==> config.mk <==
export PLATFORM = sky130hd
export DESIGN_NAME = arbitro_mux4
export DESIGN_NICKNAME = d
export VERILOG_FILES = /design/src/rtl/arbitro_mux4_pkg.sv /design/src/rtl/arbitro_mux4_rr_prioridad.sv /design/src/rtl/arbitro_mux4.sv
export SDC_FILE = /design/constraint.sdc
export NUM_CORES = 1
export LEC_CHECK = 0
export ABC_AREA = 1
export ABC_CLOCK_PERIOD_IN_PS = 1700
export CORE_ASPECT_RATIO = 1.4
export CORE_MARGIN = 2
export CORE_UTILIZATION = 45
export DETAILED_ROUTE_END_ITERATION = 6
export PLACE_DENSITY = 0.67
export SETUP_SLACK_MARGIN = 0.5
export SYNTH_ARGS = -nofsm -noshare
export SYNTH_HDL_FRONTEND = slang
export SYNTH_SLANG_ARGS = --single-unit
==> constraint.sdc <==
create_clock -name clk -period 1.7 [get_ports clk]
set_input_delay 0.34 -clock clk [delete_from_list [all_inputs] [get_ports clk]]
set_output_delay 0.34 -clock clk [all_outputs]
set_load 0.02 [all_outputs]
==> src/rtl/arbitro_mux4_pkg.sv <==
// Shared constants and helpers for the four-requester multiplexor arbiter.
// State encodings stay plain 1-bit constants so legacy netlists keep matching.
package arbitro_mux4_pkg;

  localparam int N_REQ = 4;
  localparam int IDX_W = 2;

  localparam logic REPOSO    = 1'b0;
  localparam logic CONCEDIDO = 1'b1;

  function automatic logic [N_REQ-1:0] onehot(input logic [IDX_W-1:0] idx);
    logic [N_REQ-1:0] r;
    r      = '0;
    r[idx] = 1'b1;
    return r;
  endfunction

endpackage

==> src/rtl/arbitro_mux4_rr_prioridad.sv <==
// Round-robin pick: first set request searching ptr+1, ptr+2, ptr+3, ptr (mod 4).
// Purely combinational; shared by the idle path and the end-of-burst path.
module rr_prioridad
  import arbitro_mux4_pkg::*;
(
  input  logic [N_REQ-1:0] req,
  input  logic [IDX_W-1:0] ptr,
  output logic [IDX_W-1:0] win,
  output logic             hay
);

  logic [IDX_W-1:0] cand;

  always_comb begin
    win  = ptr;
    hay  = 1'b0;
    cand = '0;
    // Walk from farthest to nearest so the nearest candidate is written last and wins.
    for (int k = N_REQ; k >= 1; k--) begin
      cand = ptr + IDX_W'(k);
      if (req[cand]) begin
        win = cand;
        hay = 1'b1;
      end
    end
  end

endmodule

==> src/rtl/arbitro_mux4.sv <==
// Round-robin arbiter in front of a 4:1 single-bit multiplexor: bounded bursts,
// back-to-back handover, and a registered, validated capture of the mux output.
module arbitro_mux4
  import arbitro_mux4_pkg::*;
#(
  parameter int MAX_RAFAGA = 4
) (
  input  logic       clk,
  input  logic       rst_n,
  input  logic [3:0] req,
  input  logic       sal,
  output logic       sel0,
  output logic       sel1,
  output logic [3:0] gnt,
  output logic       activo,
  output logic       dato,
  output logic       dato_valido
);

  localparam logic [3:0] MAX_C = 4'(MAX_RAFAGA);

  logic             estado_q, estado_d;
  logic [IDX_W-1:0] ptr_q, ptr_d;
  logic [IDX_W-1:0] sel_q, sel_d;
  logic [3:0]       cont_q, cont_d;
  logic [N_REQ-1:0] gnt_q, gnt_d;
  logic             dato_q, dato_d;
  logic             dato_valido_q, dato_valido_d;

  logic [IDX_W-1:0] ptr_arb;
  logic [IDX_W-1:0] win;
  logic             hay;
  logic             fin;
  logic             activo_int;

  // While granted, the held index is the pointer a burst end rotates from.
  assign ptr_arb    = (estado_q == CONCEDIDO) ? sel_q : ptr_q;
  assign activo_int = |gnt_q;

  rr_prioridad u_rr (
    .req (req),
    .ptr (ptr_arb),
    .win (win),
    .hay (hay)
  );

  always_comb begin
    estado_d = estado_q;
    ptr_d    = ptr_q;
    sel_d    = sel_q;
    cont_d   = cont_q;
    gnt_d    = gnt_q;
    fin      = 1'b0;

    if (estado_q == REPOSO) begin
      if (hay) begin
        estado_d = CONCEDIDO;
        gnt_d    = onehot(win);
        sel_d    = win;
        cont_d   = 4'd1;
      end else begin
        gnt_d = '0;
      end
    end else begin
      fin = !req[sel_q] || (cont_q == MAX_C);
      if (fin) begin
        ptr_d = sel_q;
        if (hay) begin
          gnt_d  = onehot(win);
          sel_d  = win;
          cont_d = 4'd1;
        end else begin
          estado_d = REPOSO;
          gnt_d    = '0;
          cont_d   = 4'd0;
        end
      end else begin
        cont_d = cont_q + 4'd1;
      end
    end

    dato_d        = activo_int ? sal : dato_q;
    dato_valido_d = activo_int;
  end

  always_ff @(posedge clk) begin
    if (!rst_n) begin
      estado_q      <= REPOSO;
      ptr_q         <= 2'd3;
      sel_q         <= '0;
      cont_q        <= '0;
      gnt_q         <= '0;
      dato_q        <= 1'b0;
      dato_valido_q <= 1'b0;
    end else begin
      estado_q      <= estado_d;
      ptr_q         <= ptr_d;
      sel_q         <= sel_d;
      cont_q        <= cont_d;
      gnt_q         <= gnt_d;
      dato_q        <= dato_d;
      dato_valido_q <= dato_valido_d;
    end
  end

  assign sel0        = sel_q[0];
  assign sel1        = sel_q[1];
  assign gnt         = gnt_q;
  assign activo      = activo_int;
  assign dato        = dato_q;
  assign dato_valido = dato_valido_q;

endmodule
* After elaboration in Yosys (flattened, before gate mapping)
Index checks and enable logic that the tools add are counted.
Word-level totals: bits in read-only memories 0, latch bits 0, flip-flop bits (word level) 15, input bits 7, logic and storage cells 59, memories 0, memory bits (writable) 0
Cells by class: reductions and logical operators 6, add/subtract/negate cells 4, multiplexer cells 33, div/mod/pow operators 0, order comparisons 7, multipliers 0, equality and inequality tests 2, shifts and indexed selects 0, bitwise logic cells 0
Operator list (number):
- 2-to-1 mux 4 bit | 6
- less-than comparator 2 x 3 -> 1 bit (second input constant) | 6
- 2-to-1 mux 1 bit | 14
- 2-to-1 mux 2 bit | 7
- binary-select mux 1 bit (select 2 bit) | 5
- adder 2 bit (second input constant) | 2
- adder 4 x 1 -> 4 bit (second input constant) | 1
- equality test 4 x 3 -> 1 bit (second input constant) | 1
- OR reduction 4 bit | 1
- adder 2 x 1 -> 2 bit (second input constant) | 1
- demux 1 bit (select 2 bit) | 1
- >= comparator 2 x 1 -> 1 bit (second input constant) | 1
- inequality test 2 x 1 -> 1 bit (second input constant) | 1
- AND reduction 2 bit | 1
- nonzero test 2 bit | 1
- logical AND 1 bit | 1
- zero test 1 bit | 1
- logical OR 1 bit | 1

* Depth between registers and ports, before layout
Gate-level depths: netlist (run 1).
depth in word-level cells 14, gate-level depth with buffers 15

* Modules after synthesis
Synthesis (run 1) repeated with hierarchy kept, for this count alone.
Unflattened totals: cells, all modules 149, area total of the unflattened synthesis 975.9 µm²
Modules (own cells, without submodules):
- arbitro_mux4 | times used 1, seq. area each 300.3 µm², area an instance 734.5 µm², cells an instance 102
- rr_prioridad | times used 1, seq. area each 0.0 µm², area an instance 241.5 µm², cells an instance 47

* Worst setup path after synthesis (run 1)
OpenSTA, ideal clock, no wires.
path type register to register, start reg sel_q[0], end reg gnt_q[0], in the netlist gnt[0], setup time 121 ps, data arrival time 1553 ps, slack 26 ps, cell stages (with the launch flop) 12, period minus slack after synthesis 1674 ps, buffers on the path 0, cells stage by stage dfxtp_1 > inv_1 > a21oi_1 > o21ai_0 > nand2_1 > nand2_1 > nor2_1 > inv_1 > nand2_1 > nor2_2 > nand2_1 > a21oi_1
On the way: cells in the longest elaborated chain, start to end 14, elaborated cells on any way between the ends 32, those cells by class 3 x add/sub; 2 x order compare; 1 x eq/ne; 23 x mux; 3 x reduce/logical
Ends and longest elaborated chain:
- start: declaration | RTL line arbitro_mux4.sv:24 | logic [IDX_W-1:0] sel_q, sel_d;
- start signal: assignment | RTL line arbitro_mux4.sv:98 | sel_q <= sel_d;
- 2-to-1 mux 2 bit | RTL line arbitro_mux4.sv:37 | assign ptr_arb = (estado_q == CONCEDIDO) ? sel_q : ptr_q;
- adder 2 bit | RTL line arbitro_mux4_rr_prioridad.sv:20 | cand = ptr + IDX_W'(k);
- binary-select mux 1 bit (select 2 bit) | RTL line arbitro_mux4_rr_prioridad.sv:21 | if (req[cand]) begin
- 2-to-1 mux 1 bit (implied by the code) | RTL line arbitro_mux4_rr_prioridad.sv:21
- 2-to-1 mux 2 bit (3 in series) | RTL line arbitro_mux4_rr_prioridad.sv:21
- less-than comparator 2 x 3 -> 1 bit (implied by the code) / >= comparator 2 x 1 -> 1 bit (equally long branches) | RTL line arbitro_mux4_pkg.sv:14 | r[idx] = 1'b1;
- logical AND 1 bit (implied by the code) | RTL line arbitro_mux4_pkg.sv:14
- 2-to-1 mux 1 bit (implied by the code) | RTL line arbitro_mux4_pkg.sv:14
- demux 1 bit (select 2 bit) | RTL line arbitro_mux4_pkg.sv:14
- 2-to-1 mux 4 bit | RTL line arbitro_mux4.sv:56, arbitro_mux4.sv:68
- 2-to-1 mux 4 bit | RTL line arbitro_mux4.sv:66 | if (fin) begin
- 2-to-1 mux 4 bit | RTL line arbitro_mux4.sv:55 | if (estado_q == REPOSO) begin
- end signal: assignment | RTL line arbitro_mux4.sv:100 | gnt_q <= gnt_d;
- end: declaration | RTL line arbitro_mux4.sv:26 | logic [N_REQ-1:0] gnt_q, gnt_d;
Parallel ways exist; a longest one is shown, timed or not. The select of a mux whose other input is x is not followed. A chain may end at the register's enable or synchronous reset.

* Final worst setup path (run 1)
start reg estado_q, end reg cont_q[3]
On the way: cells in the longest elaborated chain, start to end 8, elaborated cells on any way between the ends 18, those cells by class 3 x add/sub; 14 x mux; 1 x reduce/logical
Ends and longest elaborated chain:
- start: declaration | RTL line arbitro_mux4.sv:22 | logic estado_q, estado_d;
- start signal: assignment | RTL line arbitro_mux4.sv:96 | estado_q <= estado_d;
- 2-to-1 mux 2 bit | RTL line arbitro_mux4.sv:37
- adder 2 bit / binary-select mux 1 bit (select 2 bit) (equally long branches) | RTL line arbitro_mux4_rr_prioridad.sv:20, arbitro_mux4_rr_prioridad.sv:21
- binary-select mux 1 bit (select 2 bit) / 2-to-1 mux 1 bit (equally long branches) | RTL line arbitro_mux4_rr_prioridad.sv:21
- 2-to-1 mux 1 bit (implied by the code) | RTL line arbitro_mux4_rr_prioridad.sv:21
- 2-to-1 mux 1 bit (3 in series) | RTL line arbitro_mux4_rr_prioridad.sv:21
- nonzero test 2 bit (no source line)
- end signal: assignment | RTL line arbitro_mux4.sv:99 | cont_q <= cont_d;
- end: declaration | RTL line arbitro_mux4.sv:25 | logic [3:0] cont_q, cont_d;
Parallel ways exist; a longest one is shown, timed or not. The select of a mux whose other input is x is not followed.

==> results.yml, run 1 <==
grt:
  grt_pass1_wl_microns: 4485
  grt_overflow: 0
  antenna_found_initial: 0
  grt_pass1_vias: 1076
  track_usage: 0.2288
  grt_max_degree: 11
final_layout:
  mostFrequentLayoutCell: "nand2_1"
  final_cell_mix: "36 x nand2_1, 18 x buf_4, 15 x nor2_1, 14 x nand2_2, 13 x inv_1"
  final_cell_area_sq_mm: 0.001562
  nNetsFinal: 208
  multi_input_area_sq_um: 822.0
  instances_no_fill: 219
  area_growth_pct: 61.87
  fillers: 159
  drive_gt1_frac: 0.4646
  seq_area_sq_um: 321.6
  num_antenna_cells: 0
critical_path:
  cpMaxStageDelayCell: "dfxtp_4"
  path_max_fanout: 6
  r2r_start: "estado_q$_SDFF_PN0_"
  crit_arrival_ns: 1.82
  crit_family: "simple AND/OR/NAND/NOR gates"
  r2r_end: "cont_q[3]$_SDFFE_PN0P_"
  cp_common_cell: "nor2_1"
  regToRegSetupSlack_ns: 0.06
  cp_num_buf_inv: 2
  endpoint_kind: "register"
  critPathLaunchType: "register"
  crit_type: "register to register"
  r2r_cells: 13
  crit_chain: "inv_8, nand2_8, nand2_8, nand2_4, nand2_2, nor2_2, nand3_2, nor2_4, inv_2, nor2_4, nor2_1, nor2_1, nor2_1"
  critical_path.max_stage_delay_ns: 0.43
  crit_required_ns: 1.88
cts:
  cts_tree: "built"
  root_buffer: "clkbuf_4"
  htree_levels: 1
  numClockSinks: 15
  clock_path_buffers: 2
  cts_buffers: 3
  clk_pin_slew_ns: 0.09
  clock_latency_ns: 0.28
synth:
  synth_top_area_frac: 0.3113
  syn_area_sq_um: 964.7
  yosys-top-cells-area: "dfxtp_1 31%, nand2_1 22%, inv_1 7.4%"
  synthesis.nets: 169
  ys.warnings.count: 0
  avgSynthCellArea_sq_um: 6.029
  syn_inst: 160
  ys_types: 19
  yosysTopAreaCell: "dfxtp_1"
  ys_ff_latch: 15
  ys_seq_area_frac: 0.3113
power_and_ir_drop:
  p_leak_nw: 0.7543
  ir_drop_v: 0.001549
  powerDensity_mw_per_mm2: 2007
drt:
  vias: 1123
  vias_per_cell: 5.128
  routedWlPerCell_microns: 13.01
  dr.pass1.iters: 4
  final_antenna_net_count: 0
  wl_microns: 2850
  drc_errors: 0
  drt_iter0_drc: 11
die:
  die_area_sq_mm: 0.002535
  die_h_microns: 58.78
  row_count: 19
  die_w_microns: 43.13
  start_util: 0.4831
  ioPinCount: 16
  core_region_area_sq_mm: 0.001997
placed_design:
  postPlaceCellArea_sq_mm: 0.001282
  place_ws_ns: -0.2986
  port-buffer-count: 15
  numPlacedInstances: 205
  hpwl_microns: 1965
  globalplace.congestion: 0.8637
timing:
  slew_headroom: 0.8039
  worstMarginPinSlew_ns: 0.2923
  rsz0062_at_grt: "true"
  slew_violations: 0
  period_minus_slack_ns: 1.636
  hold_slack_ns: 0.4812
  clock_skew_ns: 0.003474
  finalHoldViolations: 0
  max_freq_ghz: 0.6111
  setup_slack_ns: 0.06360
  finalCritPeriodShare: 0.9626
  setup_viol: 0
min_path:
  hold_end: "cont_q[3]$_SDFFE_PN0P_"
  min_path_type: "register to register"
  hold_path_depth: 2
  hold_start: "cont_q[3]$_SDFFE_PN0P_"
job:
  maxCapViolCount: 0
run_status:
  outcome: "complete, no violations"
[kinds of logic (layout without fill, tap and decap cells)]
group,count (synthesis),in the layout,share of synthesized area
buffers and inverters,22,59,0.08560
xor gates and xnor gates,1,1,0.009081
AOI/OAI and AO/OA,20,20,0.1180
and+or+nand+nor,100,101,0.4501
DFF,15,15,0.3113
adders and majority gates,2,2,0.02594
[worst min-delay path, delay by kind of cell, from the launching register on]
| family | cells | cell delay (ns) |
|---|---|---|
| flops | 1 | 0.34 |
| simple gates | 2 | 0.12 |
[sequential cells by signal (all words and copies together), names as in the netlist]
| register | cells |
|---|---|
| cont_q | 4 |
| dato | 1 |
| ptr_q | 2 |
| estado_q | 1 |
| dato_valido | 1 |
| sel_q | 2 |
| gnt | 4 |
[synthesized netlist by cell type (all sizes together)]
| cell | number |
|---|---|
| o221ai | 2 |
| nand2 | 64 |
| clkinv | 1 |
| dfxtp | 15 |
| nor4 | 1 |
| inv | 21 |
| o21ai | 7 |
| o211ai | 1 |
| xor2 | 1 |
| nor2 | 24 |
| a21oi | 10 |
| ha | 2 |
| nand3 | 11 |
[power breakdown]
part           internal, W  switching [W]
Clock            0.0000911       0.000116
Sequential        0.000480       0.000132
Combinational     0.000958        0.00136
Total              0.00153        0.00160
[timing repair]
item	CTS	global route
setup buffers	5	4
gates cloned	1	0
hold buffers	0	0
pin swaps	11	8
endpoints found under the setup margin	22	17
gates resized for setup	72	35
[layout make-up]
| cell class | instances | area share |
|---|---|---|
| well taps | 21 | 0.01683 |
| clock buffers | 4 | 0.01683 |
| inverters | 22 | 0.05929 |
| multi-input cells | 124 | 0.5264 |
| flip-flops and latches | 15 | 0.2059 |
| repair buffers | 33 | 0.1747 |
[per-stage QoR]
step                      utilization  TNS (ns)  total power, W
after CTS                      0.7180         0        0.002790
after detailed placement       0.6422    -2.363        0.002318
after global placement         0.6422    -2.252        0.002292
final                          0.7820         0        0.003134
after floorplan                     -         0        0.001771
after global routing           0.7820   -0.2912        0.003371
[per-layer routing]
| layer | GRT usage | wire length (microns) | vias up |
|---|---|---|---|
| li1 | - | - | 582 |
| met1 | 0.2462 | 1065 | 509 |
| met2 | 0.4222 | 1641 | 24 |
| met3 | 0.01227 | 64 | 8 |
| met4 | 0.1472 | 78 | 0 |
| met5 | 0 | 0 | - |
[how the worst max path moves through the flow]
stage / startpoint / end / slack, ns / cells after the start
final: estado_q$_SDFF_PN0_ / cont_q[3]$_SDFFE_PN0P_ / 0.06 / 13
after global routing: estado_q$_SDFF_PN0_ / gnt[1]$_SDFFE_PN0P_ / -0.08 / 14
after global placement: req[1] / gnt[0]$_SDFFE_PN0P_ / -0.29 / 12
after floorplan: estado_q$_SDFF_PN0_ / cont_q[3]$_SDFFE_PN0P_ / 0.21 / 13
after CTS: gnt[2]$_SDFFE_PN0P_ / activo / 0.09 / 3
after detailed placement: req[1] / gnt[0]$_SDFFE_PN0P_ / -0.30 / 12
No activity file was read; power rests on OpenSTA's default activity.
==> run 2: changes to the inputs <==
SYNTH_HIERARCHICAL = 1   (was unset)
==> run 2 against run 1 <==
The flow now finishes with violations (setup timing). Die area grew 1.1%. Critical path depth grew 5. Setup slack lost 0.40 ns. Clock skew grew 0.0075 ns. Synthesized cell count shrank 6.9%. Area after synthesis grew 1.2%. Sequential power shrank 4.1%. Sequential cell count is the same. Worst hold slack gained 0.019 ns. Power grew 4.6%. Final area grew 10%. First-iteration DRC count grew to 3.7 times the previous value.
==> results.yml, run 2 <==
synth:
  yosys-top-cells-area: "dfxtp_1 31%, nand2_1 17%, inv_1 8.5%"
  syn_inst: 149
  synth_top_area_frac: 0.3077
  synth.most_common_cell: "nand2_1"
  ys.warnings.count: 6
  synth-async-reset-ratio: 0
  synth_enable_flop_cells: 0
  ys_types: 22
  synth_common_cells: "44 x nand2_1, 22 x inv_1, 15 x dfxtp_1, 12 x a21oi_1, 12 x nand2_2"
  avgSynthCellArea_sq_um: 6.550
  synthFlopType: "dfxtp_1"
  ys_seq_area_frac: 0.3077
  yosysTopAreaCell: "dfxtp_1"
  syn_area_sq_um: 975.9
  synthesis.nets: 158
  ys_ff_latch: 15
final_layout:
  mostFrequentLayoutCell: "buf_4"
  final_cell_mix: "27 x buf_4, 25 x nand2_1, 19 x nand2_2, 16 x inv_1, 14 x nand2_4"
  area_growth_pct: 76.03
  multi_input_area_sq_um: 788.3
  nNetsFinal: 209
  seq_area_sq_um: 316.6
  num_antenna_cells: 0
  fillers: 113
  drive_gt1_frac: 0.6281
  instances_no_fill: 220
grt:
  grt_overflow: 0
  grt_pass1_vias: 1174
  grt_max_degree: 12
  antenna_found_initial: 0
  track_usage: 0.2594
  grt_pass1_wl_microns: 4954
run_status:
  outcome: "finished, violations left"
  violations: "setup timing"
timing:
  period_minus_slack_ns: 2.040
  slew_violations: 0
  clock_skew_ns: 0.01096
  finalCritPeriodShare: 1.200
  finalHoldViolations: 0
  setup_slack_ns: -0.3404
  setup_viol: 11
  slew_headroom: 0.6968
  rsz0062_at_grt: "true"
  finalSetupTns_ns: -2.407
  hold_slack_ns: 0.5004
  worstMarginPinSlew_ns: 0.4543
  max_freq_ghz: 0.4901
cts:
  clk_pin_slew_ns: 0.10
  clock_path_buffers: 2
  cts_buffers: 3
  cts_tree: "built"
  root_buffer: "clkbuf_4"
  clock_latency_ns: 0.29
  htree_levels: 1
  numClockSinks: 15
critical_path:
  crit_family: "simple AND/OR/NAND/NOR gates"
  r2r_start: "estado_q$_SDFF_PN0_"
  cpMaxStageDelayCell: "dfxtp_4"
  regToRegSetupSlack_ns: -0.34
  crit_arrival_ns: 2.25
  critical_path.max_stage_delay_ns: 0.38
  crit_chain: "inv_6, nand2_4, o21ai_4, buf_12, buf_16, nand2_2, nand3_2, nand2_1, inv_1, nand2_2, nand2_1, nand2_1, nand2_1, inv_2, inv_2, nor3_2, nand2_1, a21oi_2"
  r2r_end: "gnt[1]$_SDFFE_PN0P_"
  path_max_fanout: 5
  crit_type: "register to register"
  cp_common_cell: "nand2_1"
  cp_num_buf_inv: 6
  critPathLaunchType: "register"
  r2r_cells: 18
  crit_required_ns: 1.91
  endpoint_kind: "register"
drt:
  vias_per_cell: 5.341
  wl_microns: 3351
  final_antenna_net_count: 0
  routedWlPerCell_microns: 15.23
  drt_iter0_drc: 41
  vias: 1175
  dr.pass1.iters: 4
  drc_errors: 0
placed_design:
  port-buffer-count: 15
  globalplace.congestion: 0.9747
  numPlacedInstances: 204
  place_ws_ns: -0.3336
  hpwl_microns: 1870
die:
  ioPinCount: 16
  die_w_microns: 43.36
  die_area_sq_mm: 0.002563
  start_util: 0.4887
  row_count: 19
  core_region_area_sq_mm: 0.001997
  die_h_microns: 59.10
power_and_ir_drop:
  combPwrFrac: 0.756
  power_frac_clock: 0.065
  swShare: 0.4858
  seqPwrFrac: 0.179
  powerDensity_mw_per_mm2: 1908
  ir_drop_v: 0.001850
  switching_power_w: 0.001592
  p_int_w: 0.001685
  p_leak_nw: 0.8649
job:
  maxCapViolCount: 0
min_path:
  hold_path_depth: 2
  hold_start: "ptr_q[1]$_SDFFE_PN1P_"
  min_path_type: "register to register"
  hold_end: "ptr_q[1]$_SDFFE_PN1P_"
run 2: cells by family (layout without fill, tap and decap cells):
logic type / Yosys count / after routing / synth area share
XOR/XNOR: 2 / 2 / 0.01795
AO/OA/AOI/OAI: 22 / 22 / 0.1333
buffers and inverters: 28 / 78 / 0.1308
adder cells (fa/ha/maj): 2 / 2 / 0.02564
flip-flops: 15 / 15 / 0.3077
AND/OR/NAND/NOR: 80 / 80 / 0.3846
run 2: metrics by stage:
stage               power, W    util  area, sq um
finish              0.003277  0.8603         1718
global route        0.003472  0.8603         1718
CTS                 0.002923  0.7989         1595
detailed placement  0.002246  0.6767         1351
global placement    0.002218  0.6767         1351
floorplan           0.001625       -         1023
run 2: area by class of cell:
cell class / instances / area share
inverter: 25 / 0.06336
tap: 21 / 0.01529
clock inverter: 1 / 0.002913
clock buffer: 3 / 0.01311
multi-input combinational: 106 / 0.4588
sequential: 15 / 0.1843
timing repair buffer: 49 / 0.2622
run 2: power groups by stage:
stage               clock network, W  registers (W)  logic, W
finish                      0.000213       0.000587   0.00248
global route                0.000240       0.000593   0.00264
CTS                         0.000209       0.000552   0.00216
detailed placement                 0       0.000550   0.00170
global placement                   0       0.000547   0.00167
floorplan                          0       0.000652  0.000973
run 2: tightest hold or removal path: cells and delay by family (launching register included):
| family | cells | cell delay, ns |
|---|---|---|
| AO/OA/AOI/OAI | 1 | 0.07 |
| flip-flops | 1 | 0.34 |
| AND/OR/NAND/NOR | 1 | 0.05 |
run 2: repair_timing:
| item | 4_1_cts | 5_1_grt |
|---|---|---|
| cloned | 1 | 0 |
| resized for setup | 84 | 30 |
| buffers inserted | 7 | 4 |
| endpoints found under the setup margin | 22 | 18 |
| pin swaps | 23 | 13 |
| hold buffers | 0 | 0 |
| hold endpoints to repair | 0 | 0 |
run 2: worst max-delay path by stage:
stage,start,end,cells past startpoint
5_1_grt,estado_q$_SDFF_PN0_,gnt[1]$_SDFFE_PN0P_,18
3_3_place_gp,req[3],gnt[3]$_SDFFE_PN0P_,15
4_1_cts,estado_q$_SDFF_PN0_,cont_q[3]$_SDFFE_PN0P_,15
3_5_place_dp,req[3],gnt[3]$_SDFFE_PN0P_,15
2_1_floorplan,estado_q$_SDFF_PN0_,cont_q[3]$_SDFFE_PN0P_,15
6_report,estado_q$_SDFF_PN0_,gnt[1]$_SDFFE_PN0P_,18
run 2: metal layers:
metal | global-route usage | part of all wire | wire length, microns
met1 | 0.2677 | 0.36 | 1221
met5 | 0 | 0 | 0
met4 | 0.1472 | 0.037 | 123
met2 | 0.4947 | 0.57 | 1904
met3 | 0.02439 | 0.030 | 102
==> RTL edit (flow settings as in run 1) <==
Set the package constant `IDX_W` to 3 (it was 2).
--- a/src/rtl/arbitro_mux4_pkg.sv
+++ b/src/rtl/arbitro_mux4_pkg.sv
@@ -3,7 +3,7 @@
 package arbitro_mux4_pkg;
 
   localparam int N_REQ = 4;
-  localparam int IDX_W = 2;
+  localparam int IDX_W = 3;
 
   localparam logic REPOSO    = 1'b0;
   localparam logic CONCEDIDO = 1'b1;
Check against the original RTL: not equivalent (a bounded check fails within 4 cycles, from zero or initial values and one cycle with rst_n low).
==> RTL edit against run 1 <==
The run now ends with negative setup slack left. Power up 4.7%. Routed wire length grew 4.6%. Sequential cell count rose by 2. Clock power increased by 4%. Clock skew is 0.0024 ns higher. Final area up 10%. Setup slack lost 0.24 ns. Synthesized area rose by 19%. Largest cell class unchanged. Largest power group unchanged. Highest routed layer unchanged.
==> RTL edit: results (changes against run 1) <==
* Number of CTS-inserted buffers at 3 (unchanged)
* Top cells by area, synth: dfxtp_1 (30%), nand2_1 (9.8%), nand3_2 (7.0%), inv_1 (6.9%), a21oi_1 (6.1%)
* Nets at 218 (+4.8%)
* Net Sw Frac at 48.4% (-2.8 points)
* Largest net degree at the start of global routing at 11 (unchanged)
* Failing checks: negative setup slack
* Vias per cell at 4.99 (-2.7%)
* Vias in the first global route at 1214 (+13%)
* Sequential fraction of the synthesis area at 29.7% (-1.5 points)
* Fillcell total at 208 (+31%)
* Sum of negative setup slack at -1.23 ns (-1.23 ns)
* First-iteration detailed-routing DRC count at 22 (+11)
* Detailed Place HPWL at 2.22 mm (+13%)
* GRT Total Usage at 22.2% (-0.70 points)
* Post-synth top cells: nand2_1 (30), inv_1 (21), dfxtp_1 (17)
* Critical-path maximum fanout at 7 (+1)
* Syn Nets at 171 (+1.2%)
* Count of cell types in the netlist at 25 (+6)
* IO buf count at 15 (unchanged)
* Total Routed Length at 2.98 mm (+4.6%)
* Status: finished, violations left
* Crit path arrival time at 2.10 ns (+0.28 ns)
* Pre-CTS setup slack at -0.285 ns (+0.0138 ns)
* Slew @ Worst Pin at 0.450 ns (+0.158 ns)
* Leak pwr at 0.825 nW (+9.4%)
* Placed Area at 1550 um^2 (+21%)
* Setup ws final at -0.179 ns (-0.242 ns)
* Final setup fails at 11 (+11)
* Worst Skew at 0.00587 ns (+0.00240 ns)
* Final GP Congestion at 0.824 (-4.6%)
* First-pass GRT wire length at 4.90 mm (+9.2%)
* Max VDD drop at 0.00128 V (-17%)
RTL edit: changes by cell type after synthesis, sizes merged:
cell	before	now
a21oi	10	15
inv	21	27
nand3	11	22
buf	0	1
nor2	24	9
dfxtp	15	17
o221ai	2	1
or2	0	1
nand2	64	46
ha	2	4
o21ai	7	13
RTL edit: power by group through the flow:
stage	clock network (mW)	registers (mW)	logic, mW
floorplan	0	0.704	1.25
global placement	0	0.630	2.02
detailed placement	0	0.637	2.05
CTS	0.221	0.637	2.18
global route	0.245	0.658	2.65
finish	0.216	0.643	2.42
RTL edit: final cells by class:
cell class	instances	area share, %
flip-flops and latches	17	20.5
repair buffers	43	21.0
clock buffers	3	1.31
multi-input cells	114	47.0
inverters	28	7.40
clock inverters	1	0.290
well taps	34	2.47
RTL edit: worst max-delay path, stage by stage, from the launching register on:
cell and delay, ns:
dfxtp_4 0.43, inv_6 0.05, buf_4 0.16, o21ai_1 0.23, nand3_1 0.15, nand2_1 0.10
inv_2 0.04, nand2_2 0.07, nand2_2 0.05, nand2_2 0.10, nand2_2 0.08, nor2_4 0.13
nand3_2 0.09, a21oi_2 0.13
RTL edit: path summary, 6_finish.rpt:
kind / cells after the start / end / from / slack, ns
setup / recovery: 13 / gnt[0] / estado_q / -0.18
hold / removal: 2 / ptr_q[2] / ptr_q[2] / 0.47
setup reg to reg: 13 / gnt[0] / estado_q / -0.18
hold reg to reg: 2 / ptr_q[2] / ptr_q[2] / 0.47
RTL edit: repair_timing:
action / in CTS / in global routing
hold endpoints to repair: 0 / 0
setup buffers: 4 / 2
setup endpoints to repair: 24 / 23
gates cloned: 0 / 0
pin swaps: 4 / 11
gates resized for setup: 55 / 29
hold buffers: 0 / 0
RTL edit: cells by family after synthesis:
| family | Yosys count | synth area share, % |
|---|---|---|
| compound gates | 30 | 14.0 |
| flops | 17 | 29.7 |
| simple gates | 79 | 40.9 |
| buf+inv | 29 | 10.4 |
| xor+xnor | 1 | 0.763 |
| fa+ha+maj | 4 | 4.36 |
RTL edit: metrics by stage:
stage               std cells  hold slack [ns]  utilization (%)
global route              240            0.496             71.3
detailed placement        230            0.457             64.0
floorplan                 160            0.436                -
finish                    240            0.469             71.3
global placement          230            0.450             64.0
CTS                       238            0.469             67.7
RTL edit: routing by layer:
layer | vias to the layer above | wire [um] | global-route usage (%)
met5 | - | 0 | 0
met4 | 0 | 86 | 9.72
met3 | 8 | 59 | 2.54
met2 | 22 | 1700 | 41.7
met1 | 559 | 1130 | 22.8
li1 | 608 | - | -
